`src/rtl/maze_ctrl_v2.sv`:
```
// maze_ctrl_v2 -- single-player maze step controller.
// Each tick erases the player, looks up the target cell, resolves
// wall/lava/ice/free, moves, and redraws through a plot handshake.
// Optional feature: define MAZE_CTRL_LIVES_EN to make lava cost a life
// and end the game (OVER) when lives reach zero. Without it lava only
// respawns the player and lives stays at LIVES.
module maze_ctrl_v2 #(
   parameter int X_W          = 8,
   parameter int Y_W          = 7,
   parameter int X_MAX        = 159,
   parameter int Y_MAX        = 119,
   parameter int X_START      = 0,
   parameter int Y_START      = 0,
   parameter int X_GOAL       = 158,
   parameter int Y_GOAL       = 118,
   parameter int FREEZE_TICKS = 4,
   parameter int LIVES        = 3
) (
   input  logic           clk,
   input  logic           reset,
   input  logic           tick,
   input  logic [2:0]     move,
   output logic           obs_req,
   output logic [X_W-1:0] obs_x,
   output logic [Y_W-1:0] obs_y,
   input  logic           obs_ack,
   input  logic [1:0]     obs_type,
   output logic           plot,
   output logic [X_W-1:0] px,
   output logic [Y_W-1:0] py,
   output logic [1:0]     color,
   input  logic           plot_done,
   output logic [X_W-1:0] xpos,
   output logic [Y_W-1:0] ypos,
   output logic [3:0]     lives,
   output logic           win,
   output logic           game_over,
   output logic [3:0]     state
);

   typedef enum logic [3:0] {
      ST_INIT    = 4'd0,
      ST_IDLE    = 4'd1,
      ST_ERASE   = 4'd2,
      ST_LOOKUP  = 4'd3,
      ST_RESOLVE = 4'd4,
      ST_MOVE    = 4'd5,
      ST_DRAW    = 4'd6,
      ST_FROZEN  = 4'd7,
      ST_WIN     = 4'd8,
      ST_OVER    = 4'd9
   } state_t;

   localparam logic [X_W-1:0] XS   = X_W'(X_START);
   localparam logic [Y_W-1:0] YS   = Y_W'(Y_START);
   localparam logic [X_W-1:0] XG   = X_W'(X_GOAL);
   localparam logic [Y_W-1:0] YG   = Y_W'(Y_GOAL);
   localparam logic [X_W-1:0] XMAX = X_W'(X_MAX);
   localparam logic [Y_W-1:0] YMAX = Y_W'(Y_MAX);
   localparam logic [7:0]     FT   = 8'(FREEZE_TICKS);
   localparam logic [3:0]     LV   = 4'(LIVES);

   state_t         st;
   logic [2:0]     mv;
   logic [1:0]     otype;
   logic [7:0]     frz_cnt;
   logic           frz_drawn;
   logic [X_W-1:0] tgt_x;
   logic [Y_W-1:0] tgt_y;
   logic           mv_valid;
   logic           at_edge;

   // Moore strobes; FROZEN only requests a plot until its freeze sprite is drawn
   assign plot    = (st == ST_ERASE) || (st == ST_DRAW) ||
                    ((st == ST_FROZEN) && !frz_drawn);
   assign obs_req = (st == ST_LOOKUP);
   assign state   = st;

   // Target cell of the latched move and whether it would leave the board
   always_comb begin
      tgt_x    = xpos;
      tgt_y    = ypos;
      mv_valid = 1'b1;
      at_edge  = 1'b0;
      case (mv)
         3'd1: begin at_edge = (xpos == '0);   tgt_x = xpos - 1'b1; end
         3'd2: begin at_edge = (xpos == XMAX); tgt_x = xpos + 1'b1; end
         3'd3: begin at_edge = (ypos == '0);   tgt_y = ypos - 1'b1; end
         3'd4: begin at_edge = (ypos == YMAX); tgt_y = ypos + 1'b1; end
         default: mv_valid = 1'b0;
      endcase
   end

   // Game FSM with all non-strobe outputs registered on the transitions
   always_ff @(posedge clk) begin
      if (reset) begin
         st        <= ST_INIT;
         mv        <= '0;
         otype     <= '0;
         frz_cnt   <= '0;
         frz_drawn <= 1'b0;
         color     <= '0;
         px        <= '0;
         py        <= '0;
         obs_x     <= '0;
         obs_y     <= '0;
         xpos      <= XS;
         ypos      <= YS;
         lives     <= LV;
         win       <= 1'b0;
         game_over <= 1'b0;
      end else begin
         case (st)
            ST_INIT: begin
               xpos      <= XS;
               ypos      <= YS;
               lives     <= LV;
               frz_cnt   <= '0;
               win       <= 1'b0;
               game_over <= 1'b0;
               st        <= ST_IDLE;
            end
            ST_IDLE: begin
               if (tick) begin
                  mv    <= move;
                  px    <= xpos;
                  py    <= ypos;
                  color <= 2'd0;
                  st    <= ST_ERASE;
               end
            end
            ST_ERASE: begin
               if (plot_done) begin
                  if (!mv_valid || at_edge) begin
                     color <= 2'd1;
                     st    <= ST_DRAW;
                  end else begin
                     obs_x <= tgt_x;
                     obs_y <= tgt_y;
                     st    <= ST_LOOKUP;
                  end
               end
            end
            ST_LOOKUP: begin
               if (obs_ack) begin
                  otype <= obs_type;
                  st    <= ST_RESOLVE;
               end
            end
            ST_RESOLVE: begin
               case (otype)
                  2'd1: begin
                     px    <= xpos;
                     py    <= ypos;
                     color <= 2'd1;
                     st    <= ST_DRAW;
                  end
                  2'd2: begin
                     xpos  <= XS;
                     ypos  <= YS;
                     px    <= XS;
                     py    <= YS;
                     color <= 2'd1;
`ifdef MAZE_CTRL_LIVES_EN
                     lives <= lives - 4'd1;
                     if (lives == 4'd1) begin
                        game_over <= 1'b1;
                        st        <= ST_OVER;
                     end else begin
                        st <= ST_DRAW;
                     end
`else
                     st <= ST_DRAW;
`endif
                  end
                  2'd3: begin
                     px        <= xpos;
                     py        <= ypos;
                     color     <= 2'd2;
                     frz_cnt   <= FT;
                     frz_drawn <= 1'b0;
                     st        <= ST_FROZEN;
                  end
                  default: st <= ST_MOVE;
               endcase
            end
            ST_MOVE: begin
               xpos <= obs_x;
               ypos <= obs_y;
               if (obs_x == XG && obs_y == YG) begin
                  win <= 1'b1;
                  st  <= ST_WIN;
               end else begin
                  px    <= obs_x;
                  py    <= obs_y;
                  color <= 2'd1;
                  st    <= ST_DRAW;
               end
            end
            ST_DRAW: begin
               if (plot_done) st <= ST_IDLE;
            end
            ST_FROZEN: begin
               // plot_done wins over a coincident tick: ticks only count once drawn
               if (!frz_drawn) begin
                  if (plot_done) frz_drawn <= 1'b1;
               end else if (tick) begin
                  frz_cnt <= frz_cnt - 8'd1;
                  if (frz_cnt == 8'd1) st <= ST_IDLE;
               end
            end
            ST_WIN:  st <= ST_WIN;
            ST_OVER: st <= ST_OVER;
            default: st <= ST_INIT;
         endcase
      end
   end

endmodule

```
`config.mk`:
```
export PLATFORM = sky130hd
export DESIGN_NAME = maze_ctrl_v2
export DESIGN_NICKNAME = d
export VERILOG_FILES = /design/src/rtl/maze_ctrl_v2.sv
export SDC_FILE = /design/constraint.sdc
export NUM_CORES = 1
export LEC_CHECK = 0
export BUFFER_PORTS_ARGS = -buffer_cell sky130_fd_sc_hd__buf_4
export CORE_MARGIN = 1.5
export CORE_UTILIZATION = 61
export CTS_CLUSTER_DIAMETER = 50
export CTS_CLUSTER_SIZE = 28
export DETAILED_ROUTE_END_ITERATION = 10
export PLACE_DENSITY = 0.86
export SLEW_MARGIN = 10
export SYNTH_ARGS = -nofsm -noshare
export SYNTH_HDL_FRONTEND = slang
export SYNTH_SLANG_ARGS = --single-unit
```
`constraint.sdc`:
```
create_clock -name clk -period 3.95 [get_ports clk]
set_clock_uncertainty 0.15 [all_clocks]
set_input_delay 0.395 -clock clk [delete_from_list [all_inputs] [get_ports clk]]
set_output_delay 0.395 -clock clk [all_outputs]
set_load 0.01 [all_outputs]
```
==> impl_metrics.json <==
{
  "outcome": "complete, no violations",
  "average_wire_per_cell_in_the_routed_design_microns": 16.8,
  "timing.critical_path.slowest_cell_delay_ns": 0.56,
  "hold_class": "input pin to register",
  "port_buffers": 63,
  "chipHeight_microns": 82.6,
  "finalCritPeriodShare_pct": 80.2,
  "slowest_stage": "sky130_fd_sc_hd__dfxtp_1",
  "clkLatencyLatePin_ns": 0.35,
  "place_congestion": 0.912,
  "std_cell_rows": 28,
  "vdd.ir_drop.worst_mv": 0.422,
  "synthAdderAreaFrac_pct": 6.87,
  "grt_most_used_layer": "met2",
  "timing.final.max_slew_violations": 0,
  "tritoncts_num_sinks": 66,
  "detail_route.drc_violations": 0,
  "cts.reportedPaths.clkPinSlew_ns": 0.08,
  "max_cap_violations": 0,
  "synth_mux_area_share_pct": 2.85,
  "crit_type": "register to register",
  "placed_cell_area_sq_um": 4310,
  "synth-seq-cells": 66,
  "synth.cell_area_sq_um": 3860,
  "dpl.cell_count": 562,
  "global_route.usage.met1_pct": 41.9,
  "power.combinational.fraction_pct": 40.5,
  "rsz0062_at_grt": "no",
  "global_route.usage.total_pct": 29.6,
  "die_area_sq_um": 6820,
  "syn-mean-instance-area_sq_um": 8.64,
  "static_leakage_nw": 1.74,
  "synth-seq-area-share_pct": 34.2,
  "slew-limit-headroom_pct": 44.1,
  "cts_inserted_buffers": 9,
  "yosys_warnings": 0,
  "powerDensity_nw_per_um2": 556,
  "synth_ff_type": "sky130_fd_sc_hd__dfxtp_1",
  "crit_fanout": 13,
  "vias": 3540,
  "placed_wire_length_estimate_microns": 6830,
  "drt_iter0_drc": 408,
  "antenna-diode-count": 0,
  "worst_slew_pin_slew_ns": 0.818,
  "fmaxAchievable_ghz": 0.316,
  "final_cell_utilization_of_the_core_pct": 74.8,
  "share_of_the_synthesized_netlist_area_taken_by_xor_and_xnor_gates_pct": 4.31,
  "rr_startpoint": "mv[2]",
  "grtUsageMet2_pct": 45.3,
  "cp.arrival_ns": 3.27,
  "r2r_end": "obs_y[6]",
  "timing.setup.tns_ns": 0,
  "boundaryPins": 69,
  "synth-simple-area-share_pct": 20.0,
  "synthesis.instances": 447,
  "die_w_microns": 82.6,
  "cts.repair_timing.setup_buffer_count": 0,
  "worstRegToRegCells": 9,
  "path_delay_family": "compound AO/OA/AOI/OAI gates",
  "synth_compound_area_share_pct": 25.6,
  "internal_power_mw": 1.50,
  "core-area_sq_um": 6030,
  "path_buf_inv": 1,
  "synth_cell_types": 62,
  "cp.required_ns": 4.05,
  "fin_area_sq_um": 4510,
  "timing.final.hold_violations": 0,
  "initial_standard_cell_utilization_of_the_core_pct": 64.1,
  "main_combinational_cell_family_by_area_after_synthesis": "compound AO/OA/AOI/OAI gates",
  "vias_per_cell": 6.12,
  "path_cells": "nor3b_1, inv_1, fa_1, a211oi_1, o21bai_1, a21oi_1, mux2i_1, xnor2_1, a31o_1",
  "first_global_vias": 3152,
  "layoutNonFillerInstCount": 578,
  "area_growth_pct": 16.8,
  "hold_path_startpoint": "move[2]",
  "synth_edf_count": 0,
  "drt-total-wl_microns": 9710,
  "hold_path_end": "mv[2]",
  "grt_antenna_before_repair": 0,
  "switching_share_pct": 40.2,
  "post_cts_hold_buffer_count": 0,
  "min_path_cells": 3,
  "p_sw_mw": 1.01,
  "share_clk_of_total_power_pct": 23.3,
  "internal_reg_to_reg_setup_slack_ns": 0.78,
  "cts_max_path_buffers": 2,
  "final_nets": 528,
  "cts_root_buffer": "sky130_fd_sc_hd__clkbuf_8",
  "crit_path_start_kind": "register",
  "ctsResizeCount": 0,
  "cts_htree_levels": 3,
  "clock_tree_from_tritoncts": "done",
  "postSynth.asyncResetShare_pct": 0,
  "worstSetupEndpointType": "register",
  "timing.final.crit_period_ns": 3.17,
  "global_route.overflow_total": 0,
  "ant_nets": 0,
  "globalRouteMet3Util_pct": 4.29,
  "drive_gt1_share_pct": 22.9,
  "grt_pass1_wl_microns": 15300,
  "power.total_mw": 2.51,
  "setup-violations-final": 0,
  "largest_net_degree_at_the_start_of_global_routing": 60,
  "detail_route.first_pass.iterations": 6,
  "pwr-share-seq_pct": 36.2
}
cell usage in the layout (no fill, tap or decap), types with 3 or more instances in the layout:
master                      n
sky130_fd_sc_hd__clkbuf_8   9
sky130_fd_sc_hd__nor3_1     6
sky130_fd_sc_hd__a211oi_1   8
sky130_fd_sc_hd__a311oi_1   7
sky130_fd_sc_hd__o21ai_0   17
sky130_fd_sc_hd__nor2b_1    4
sky130_fd_sc_hd__nand3_1   12
sky130_fd_sc_hd__inv_1     13
sky130_fd_sc_hd__nand4_1    4
sky130_fd_sc_hd__mux2i_1   11
sky130_fd_sc_hd__a22oi_1   31
sky130_fd_sc_hd__xnor2_1   12
sky130_fd_sc_hd__ha_1      18
sky130_fd_sc_hd__conb_1     5
sky130_fd_sc_hd__nor3b_1    4
sky130_fd_sc_hd__o21bai_1   3
sky130_fd_sc_hd__nand2b_1   3
sky130_fd_sc_hd__nand4b_1   3
sky130_fd_sc_hd__xor2_1     7
sky130_fd_sc_hd__a21oi_1   22
sky130_fd_sc_hd__dfxtp_1   66
sky130_fd_sc_hd__a211oi_2  16
sky130_fd_sc_hd__nor2_1    74
sky130_fd_sc_hd__nand2_1   27
sky130_fd_sc_hd__o211ai_1   3
sky130_fd_sc_hd__buf_4     67
registers in the layout, indices dropped and copies added (netlist names):
| signal | flops |
|---|---|
| color | 2 |
| frz_cnt | 8 |
| frz_drawn | 1 |
| mv | 3 |
| obs_x | 8 |
| obs_y | 7 |
| otype | 2 |
| px | 8 |
| py | 7 |
| state | 4 |
| win | 1 |
| xpos | 8 |
| ypos | 7 |
how the worst max path moves through the flow:
stage,start,to,slack [ns],depth (start not counted)
detailed placement,mv[2],obs_y[6],0.89,9
floorplan,mv[0],obs_y[6],1.37,9
finish,mv[2],obs_y[6],0.78,9
global placement,mv[2],obs_y[6],1.04,9
global route,mv[2],obs_y[6],0.64,9
CTS,mv[2],obs_y[6],0.85,9
power groups by stage:
| stage | combinational (mW) | clock [mW] | sequential [mW] |
|---|---|---|---|
| floorplan | 0.774 | 0 | 0.893 |
| global placement | 0.969 | 0 | 0.913 |
| detailed placement | 1.00 | 0 | 0.919 |
| CTS | 1.01 | 0.587 | 0.904 |
| global route | 1.12 | 0.617 | 0.924 |
| finish | 1.01 | 0.585 | 0.907 |
cells in the mapped netlist, types with 6 or more instances:
cell type | instances | share of area (%)
sky130_fd_sc_hd__a211oi_1 | 8 | 1.6
sky130_fd_sc_hd__a211oi_2 | 16 | 5.2
sky130_fd_sc_hd__a21oi_1 | 22 | 2.9
sky130_fd_sc_hd__a22oi_1 | 31 | 6.0
sky130_fd_sc_hd__a311oi_1 | 7 | 1.6
sky130_fd_sc_hd__buf_2 | 6 | 0.78
sky130_fd_sc_hd__buf_4 | 7 | 1.4
sky130_fd_sc_hd__clkbuf_1 | 14 | 1.4
sky130_fd_sc_hd__dfxtp_1 | 66 | 34
sky130_fd_sc_hd__ha_1 | 18 | 5.8
sky130_fd_sc_hd__inv_1 | 13 | 1.3
sky130_fd_sc_hd__mux2i_1 | 11 | 2.9
sky130_fd_sc_hd__nand2_1 | 27 | 2.6
sky130_fd_sc_hd__nand3_1 | 12 | 1.6
sky130_fd_sc_hd__nor2_1 | 75 | 7.3
sky130_fd_sc_hd__nor3_1 | 6 | 0.78
sky130_fd_sc_hd__o21ai_0 | 17 | 2.2
sky130_fd_sc_hd__xnor2_1 | 12 | 2.7
sky130_fd_sc_hd__xor2_1 | 7 | 1.6
worst min-delay path, cell delays in order:
cell	delay (ns)
sky130_fd_sc_hd__buf_4	0.08
sky130_fd_sc_hd__mux2i_1	0.05
sky130_fd_sc_hd__nor2_1	0.08
layer usage:
layer / up-vias / share of wire (%)
met5: - / 0
met4: 0 / 1.5
met3: 13 / 6.8
met2: 164 / 47
met1: 1649 / 45
li1: 1714 / -
cell families (layout without fill, tap and decap cells):
logic type	count (synthesis)	count (layout)
and+or+nand+nor	156	156
AOI/OAI and AO/OA	127	127
DFF	66	66
buffers and inverters	46	99
adders and majority gates	20	20
xor gates and xnor gates	19	19
muxes	11	11
other	2	5
through the flow:
stage / hold slack, ns / setup WS (ns)
finish: 0.134 / 0.781
detailed placement: 0.315 / 0.886
floorplan: 0.319 / 1.37
global route: 0.144 / 0.638
CTS: 0.134 / 0.849
global placement: 0.298 / 1.04
area by class of cell:
cell class              count  area, sq um
multi-input cells         338         2330
inverters                  16         60.1
clock inverters             7         76.3
well taps                  75         93.8
flip-flops and latches     66         1320
repair buffers             67          503
fillers                   465         1520
clock buffers               9          124
(Power assumes the default switching activity.)
